**config.mk**
```make
export PLATFORM = sky130hd
export DESIGN_NAME = four_way_round_robin_arbiter_flat
export DESIGN_NICKNAME = d
export VERILOG_FILES = /design/src/rtl/four_way_round_robin_arbiter_if.sv /design/src/rtl/four_way_round_robin_arbiter.sv /design/src/flat_wrapper.sv
export SDC_FILE = /design/constraint.sdc
export NUM_CORES = 1
export LEC_CHECK = 0
export BUFFER_PORTS_ARGS = -buffer_cell sky130_fd_sc_hd__buf_2
export CAP_MARGIN = 20
export CORE_AREA = 2 2 39 41
export CTS_CLUSTER_DIAMETER = 200
export DETAILED_ROUTE_END_ITERATION = 8
export DIE_AREA = 0 0 41 43
export PLACE_DENSITY_LB_ADDON = 0.25
export SYNTH_ARGS = -nofsm -noshare
export SYNTH_HDL_FRONTEND = slang
export SYNTH_SLANG_ARGS = --single-unit
```
**constraint.sdc**
```tcl
create_clock -name clk -period 1.4 [get_ports clk]
set_clock_uncertainty 0.1 [all_clocks]
set_input_delay 0.28 -clock clk [delete_from_list [all_inputs] [get_ports clk]]
set_output_delay 0.28 -clock clk [all_outputs]
set_load 0.01 [all_outputs]
```
**src/rtl/four_way_round_robin_arbiter_if.sv**
```systemverilog
// Request/grant bundle between the requesters and the four-way round-robin arbiter.
// master = requester side (drives req), slave = arbiter side (drives grant/select/status).
interface four_way_round_robin_arbiter_if;
    logic [3:0] req;
    logic [3:0] grant;
    logic [1:0] select;
    logic       busy;
    logic       timeout;

    modport master (
        output req,
        input  grant,
        input  select,
        input  busy,
        input  timeout
    );

    modport slave (
        input  req,
        output grant,
        output select,
        output busy,
        output timeout
    );
endinterface

```
**src/rtl/four_way_round_robin_arbiter.sv**
```systemverilog
// Round-robin arbiter for four requesters; drives a one-hot grant and the mux select.
// Optional forced release after HOLD_MAX grant cycles when ARB_TIMEOUT_EN is defined.
module four_way_round_robin_arbiter #(
    parameter int unsigned HOLD_MAX = 8,
    parameter int unsigned CNT_W    = 4
) (
    input  logic                         clk,
    input  logic                         rst_n,
    four_way_round_robin_arbiter_if.slave arb
);

    if ((2 ** CNT_W) < HOLD_MAX || HOLD_MAX == 0) begin : g_cfg_err
        $error("four_way_round_robin_arbiter: CNT_W too narrow for HOLD_MAX");
    end

    typedef enum logic [0:0] {
        StIdle,
        StGrant
    } state_e;

    state_e     state_q, state_d;
    logic [3:0] grant_q, grant_d;
    logic [1:0] select_q, select_d;
    logic       busy_q, busy_d;
    logic [1:0] last_q, last_d;

    logic       pick_valid;
    logic [1:0] pick_idx;
    logic       owner_req;
    logic       hold_expired;

    assign owner_req = arb.req[select_q];

    // Scan starts one past the last winner so the previous owner ranks lowest.
    always_comb begin
        pick_valid = 1'b0;
        pick_idx   = last_q;
        for (int k = 1; k <= 4; k++) begin
            logic [1:0] cand;
            cand = last_q + 2'(k);
            if (!pick_valid && arb.req[cand]) begin
                pick_valid = 1'b1;
                pick_idx   = cand;
            end
        end
    end

`ifdef ARB_TIMEOUT_EN
    logic [CNT_W-1:0] cnt_q, cnt_d;
    logic             timeout_q, timeout_d;

    assign hold_expired = (cnt_q == CNT_W'(HOLD_MAX - 1));

    always_comb begin
        cnt_d     = cnt_q;
        timeout_d = 1'b0;
        if (state_q == StIdle) begin
            if (pick_valid) begin
                cnt_d = '0;
            end
        end else begin
            // A dropped request on the final cycle is a normal release.
            if (owner_req && hold_expired) begin
                timeout_d = 1'b1;
            end
            if (cnt_q != '1) begin
                cnt_d = cnt_q + 1'b1;
            end
        end
    end

    always_ff @(posedge clk or negedge rst_n) begin
        if (!rst_n) begin
            cnt_q     <= '0;
            timeout_q <= 1'b0;
        end else begin
            cnt_q     <= cnt_d;
            timeout_q <= timeout_d;
        end
    end

    assign arb.timeout = timeout_q;
`else
    assign hold_expired = 1'b0;
    assign arb.timeout  = 1'b0;
`endif

    always_comb begin
        state_d  = state_q;
        grant_d  = grant_q;
        select_d = select_q;
        busy_d   = busy_q;
        last_d   = last_q;
        unique case (state_q)
            StIdle: begin
                if (pick_valid) begin
                    state_d  = StGrant;
                    grant_d  = 4'b0001 << pick_idx;
                    select_d = pick_idx;
                    busy_d   = 1'b1;
                    last_d   = pick_idx;
                end
            end
            StGrant: begin
                // select is deliberately held through release.
                if (!owner_req || hold_expired) begin
                    state_d = StIdle;
                    grant_d = 4'b0000;
                    busy_d  = 1'b0;
                end
            end
            default: begin
                state_d = StIdle;
                grant_d = 4'b0000;
                busy_d  = 1'b0;
            end
        endcase
    end

    always_ff @(posedge clk or negedge rst_n) begin
        if (!rst_n) begin
            state_q  <= StIdle;
            grant_q  <= 4'b0000;
            select_q <= 2'b00;
            busy_q   <= 1'b0;
            last_q   <= 2'd3;
        end else begin
            state_q  <= state_d;
            grant_q  <= grant_d;
            select_q <= select_d;
            busy_q   <= busy_d;
            last_q   <= last_d;
        end
    end

    assign arb.grant  = grant_q;
    assign arb.select = select_q;
    assign arb.busy   = busy_q;

`ifndef SYNTHESIS
    a_grant_onehot0 : assert property (@(posedge clk) disable iff (!rst_n)
        $onehot0(grant_q));
    a_busy_state : assert property (@(posedge clk) disable iff (!rst_n)
        busy_q == (state_q == StGrant));
    a_grant_select : assert property (@(posedge clk) disable iff (!rst_n)
        busy_q |-> (grant_q == (4'b0001 << select_q)));
`endif

endmodule

```
**src/flat_wrapper.sv**
```systemverilog
// flat-port wrapper written by rule: the top's interface ports become plain ports
module four_way_round_robin_arbiter_flat 
#(
    parameter int unsigned HOLD_MAX = 8,
    parameter int unsigned CNT_W    = 4
)
  (clk, rst_n, arb_req, arb_grant, arb_select, arb_busy, arb_timeout);
  four_way_round_robin_arbiter_if arb_i ();
  input  logic clk;
  input  logic rst_n;
  input wire logic [$bits(arb_i.req)-1:0] arb_req;
  output wire logic [$bits(arb_i.grant)-1:0] arb_grant;
  output wire logic [$bits(arb_i.select)-1:0] arb_select;
  output wire logic [$bits(arb_i.busy)-1:0] arb_busy;
  output wire logic [$bits(arb_i.timeout)-1:0] arb_timeout;
  assign arb_i.req = arb_req;
  assign arb_grant = arb_i.grant;
  assign arb_select = arb_i.select;
  assign arb_busy = arb_i.busy;
  assign arb_timeout = arb_i.timeout;
  four_way_round_robin_arbiter #(.HOLD_MAX(HOLD_MAX), .CNT_W(CNT_W)) u_core (.clk(clk), .rst_n(rst_n), .arb(arb_i));
endmodule
```
Word-level counts from Yosys, hierarchy flattened
Cells that the tools add are included.

Flip-flop bits (word level): 10. Word-level logic and storage cells: 52. Output and inout bits: 8.

Order comparisons: 5. $add $sub $neg: 3. Reduce and logical (&&, ||, !) cells: 8. Shift-type cells: 1. Bitwise logic cells: 1. Equal/unequal tests: 2. Muxes and demuxes: 27.

Operators by type and width (count): 2-bit by 3-bit < comparator with 1-bit output, second input constant (5); 1-bit 2-to-1 mux (13); 1-bit binary-select mux with 2-bit select (5); 2-bit 2-to-1 mux (4); 4-bit 2-to-1 mux (2); 4-bit case mux with 2 select lines (1); 2-bit adder, second input constant (2); 1-bit case mux with 2 select lines (2); 2-bit AND reduction (2); 1-bit by 2-bit << shifter with 4-bit output, first input constant (1); 1-bit logical AND (3); 1-bit logical NOT (3); 2-bit by 1-bit adder with 2-bit output, second input constant (1); 2-bit by 1-bit != test with 1-bit output, second input constant (1); 2-bit != test, second input constant (1); 1-bit NOT (1).

Longest topological paths before layout
Depth after elaboration: 16. Depth in mapped cells: 5.

Worst setup path after synthesis
Ideal clock, no wire load.

Path type: register -> register. Start point: register u_core.select_q[1] (netlist: u_core.arb.select[1]). End point: register u_core.grant_q[1] (netlist: u_core.arb.grant[1]). Cell stages (with the launch flop): 5. Buffers on the path: 0. Setup slack: -0.173 ns. Period minus slack after synthesis: 1.573 ns. Arrival time: 1.353 ns. Cell sequence: dfrtp_1 > mux4_2 > nor2b_4 > nor3b_1 > a31o_1.

Word-level cells in the longest chain between the ends: 4.

Ends and longest elaborated chain: start: declaration (line four_way_round_robin_arbiter.sv:23) `logic [1:0] select_q, select_d;`; start signal: assignment (line four_way_round_robin_arbiter.sv:130) `select_q <= select_d;`; 1-bit binary-select mux with 2-bit select (line four_way_round_robin_arbiter.sv:32) `assign owner_req = arb.req[select_q];`; 1-bit 2-to-1 mux (not written as such) (line four_way_round_robin_arbiter.sv:32); 2-bit != test (no line); 2-bit AND reduction (no line); end signal: assignment (line four_way_round_robin_arbiter.sv:129) `grant_q <= grant_d;`; end: declaration (line four_way_round_robin_arbiter.sv:22) `logic [3:0] grant_q, grant_d;`.

No other way between the ends. The select of a mux whose other input is x is not followed. A chain may end at the register's enable or synchronous reset.

Final worst setup path
Ends and elaborated chain as after synthesis.

==> results.cfg <==
[global_routing]
grt_util_all_layers_pct = 12.9
grt_first_pass_wirelength_um = 1520
grt_pass1_vias = 401
antenna_found_initial = 0
globalRoute.totalOverflow = 0
maximum_number_of_pins_on_one_net_before_global_route_repair = 11

[setup_path]
critical_path_maximum_fanout = 3
reg2reg_slack_ps = -110
critical_path.endpoint_type = flop
worst_r2r_startpoint = u_core.arb.select[1]
rr_worst_depth = 4
critical_r2r_capture = u_core.arb.grant[1]
cp.required_ps = 1450
startpoint_types = flop
timing.critical_path.arrival_ps = 1560
path_class = reg2reg

[sta]
grt_setup_unrepaired = yes
layout_min_cycle_time_ps = 1510
worst_hold_slack_ps = 310
fmax_mhz = 662
final.setup.worst_slack_ps = -111
finalSetupViolCount = 8
final-max-slew-violation-count = 0
fin_setup_tns_ps = -556
finalHoldViolCount = 0
timing.final.crit_share_pct = 108

[finish]
diode_insertion_count_for_antenna_repair = 0
post-route-cell-area_um2 = 704
nNetsFinal = 79
final.fill_count = 125
layout-drive-gt1-share_pct = 49.3
flow.area_growth_from_synthesis_pct = 37.7

[cts]
tritoncts_num_sinks = 10
maximum_clock_path_buffer_count = 2
clk-insertion-delay-late_ps = 250
cts_buffers = 3
cts.root.buffer_cell = clkbuf_4
cts_setup_buffers = 0
cts_htree_levels = 1
clock_tree_from_tritoncts = done
cts.reportedPaths.clkPinSlew_ps = 60

[routing]
wl_per_cell_um = 11.9
detail_route.first_pass.iterations = 2
vias = 431
ant_nets = 0
post-route-drc-count = 0
initialDrtViolationCount = 3
vias_per_cell = 4.95
route.final.wire_length_um = 1040

[synth]
synth_cell_types = 23
yosys.area.top_type = dfrtp_1
yosys_warnings = 0
asyncSetResetFlopFracSynth_pct = 100
synthesis.nets = 53
synth-edff-count = 0
synth_seq_area_share_pct = 49.4
ys_dominant_reg_cell = dfrtp_1
synth-seq-cells = 10
mappedNetlistArea_um2 = 512
synth_area_leaders = dfrtp_1 (39%), dfstp_2 (10%), nand2_1 (5.9%)
post_synthesis_cell_count = 47
post_synth_most_frequent_cells = dfrtp_1 (8), nand2_1 (8), nor2_1 (4)
post_synth.cell_area_avg_um2 = 10.9
yosysTopAreaCellShare_pct = 39.1

[placed_design]
io_buffers = 12
place_worst_setup_slack_ps = -128
place_congestion = 0.687
dp_hpwl_um = 806
placed_area_um2 = 654

[outcome]
status = complete, but fails checks
failed_checks = setup timing

[power]
p_leak_nw = 0.342
power.ir.vdd_worst_mv = 1.31
p_per_area_mw_per_mm2 = 2230

[job]
drv.max_cap_violation_count = 0

[die]
initial_utilization_pct = 37.0
fp.dieArea_mm2 = 0.00176
floorplan.io_pins = 14
die-height_um = 43
core-area_mm2 = 0.00138
dieWidth_um = 41
floorplan.rows = 14

[hold_path]
min-delay-path-class = in2async
[how the worst max path moves through the flow]
stage | start | to | slack, ps | cells after the start
floorplan | u_core.arb.select[1] | u_core.arb.grant[1] | -170 | 4
global placement | u_core.last_q[1] | u_core.arb.select[0] | -110 | 4
detailed placement | u_core.last_q[1] | u_core.arb.select[0] | -130 | 4
CTS | u_core.arb.select[1] | u_core.arb.grant[3] | -120 | 4
global route | u_core.arb.select[1] | u_core.arb.grant[3] | -180 | 4
finish | u_core.arb.select[1] | u_core.arb.grant[1] | -110 | 4
[layer usage]
metal  GRT usage [%]  up-vias  part of all wire [%]
li1                -      216                     -
met1            14.7      206                    46
met2            21.3        7                    50
met3            1.57        2                   2.9
met4            8.00        0                  0.48
met5               0        -                     0
[logic make-up (layout without fill, tap and decap cells)]
group / Yosys count / after routing / synth area share [%]
multiplexers: 4 / 4 / 10.8
other: 1 / 1 / 0.733
buffers and inverters: 3 / 27 / 3.18
flip-flops: 10 / 10 / 49.4
AND/OR/NAND/NOR: 18 / 18 / 18.1
AO/OA/AOI/OAI: 11 / 11 / 17.8
[critical path, stage by stage (launching register included)]
cell and delay [ps]:
dfrtp_1 360, mux4_2 550, nor2b_4 150, nor3b_1 50
a31o_1 190
[through the flow]
stage / instances / total power, W / util, %
after floorplan: 47 / 0.00106 / -
after global placement: 83 / 0.00135 / 47.3
after detailed placement: 83 / 0.00136 / 47.3
after CTS: 87 / 0.00156 / 49.8
after global routing: 87 / 0.00168 / 50.9
final: 87 / 0.00157 / 50.9
[flip-flops by register name, indices dropped and copies added, names as in the netlist]
signal and flops:
u_core.arb.select 2, u_core.last_q 2, u_core.state_q 1, u_core.arb.busy 1, u_core.arb.grant 4
[placed cells by master (no fill, tap or decap), drive strengths merged]
cell and count:
mux2i 1, nand2b 1, dfrtp 8, inv 1, dfstp 2, nand3b 1, o21a 2, dlygate4sd3 1
nor2 4, nor3b 2, clkbuf 3, mux4 1, conb 1, a21oi 1, buf 22, a31o 3
nor2b 1, nand2 8, a21o 2, mux2 2, o32ai 2, a32oi 1, nor3 1
[power by group]
group | switching, W | internal [W]
Combinational | 0.000378 | 0.000455
Sequential | 0.000103 | 0.000451
Clock | 0.0000866 | 0.0000987
Total | 0.000568 | 0.00100
[final cells by class]
cell class | count | area, um^2 | share of cell area [%]
clock buffer | 3 | 22.5 | 3.20
multi-input combinational | 34 | 256 | 36.4
tap | 16 | 20.0 | 2.84
timing repair buffer | 23 | 149 | 21.1
sequential | 10 | 253 | 35.9
inverter | 1 | 3.75 | 0.533
[what timing repair did]
item / 4_1_cts / 5_1_grt
resized for setup: 1 / 3
pin swaps: 2 / 2
endpoints found under the setup margin: 9 / 9
hold buffers: 1 / 0
hold endpoints to repair: 8 / 0
(Power assumes the default switching activity.)
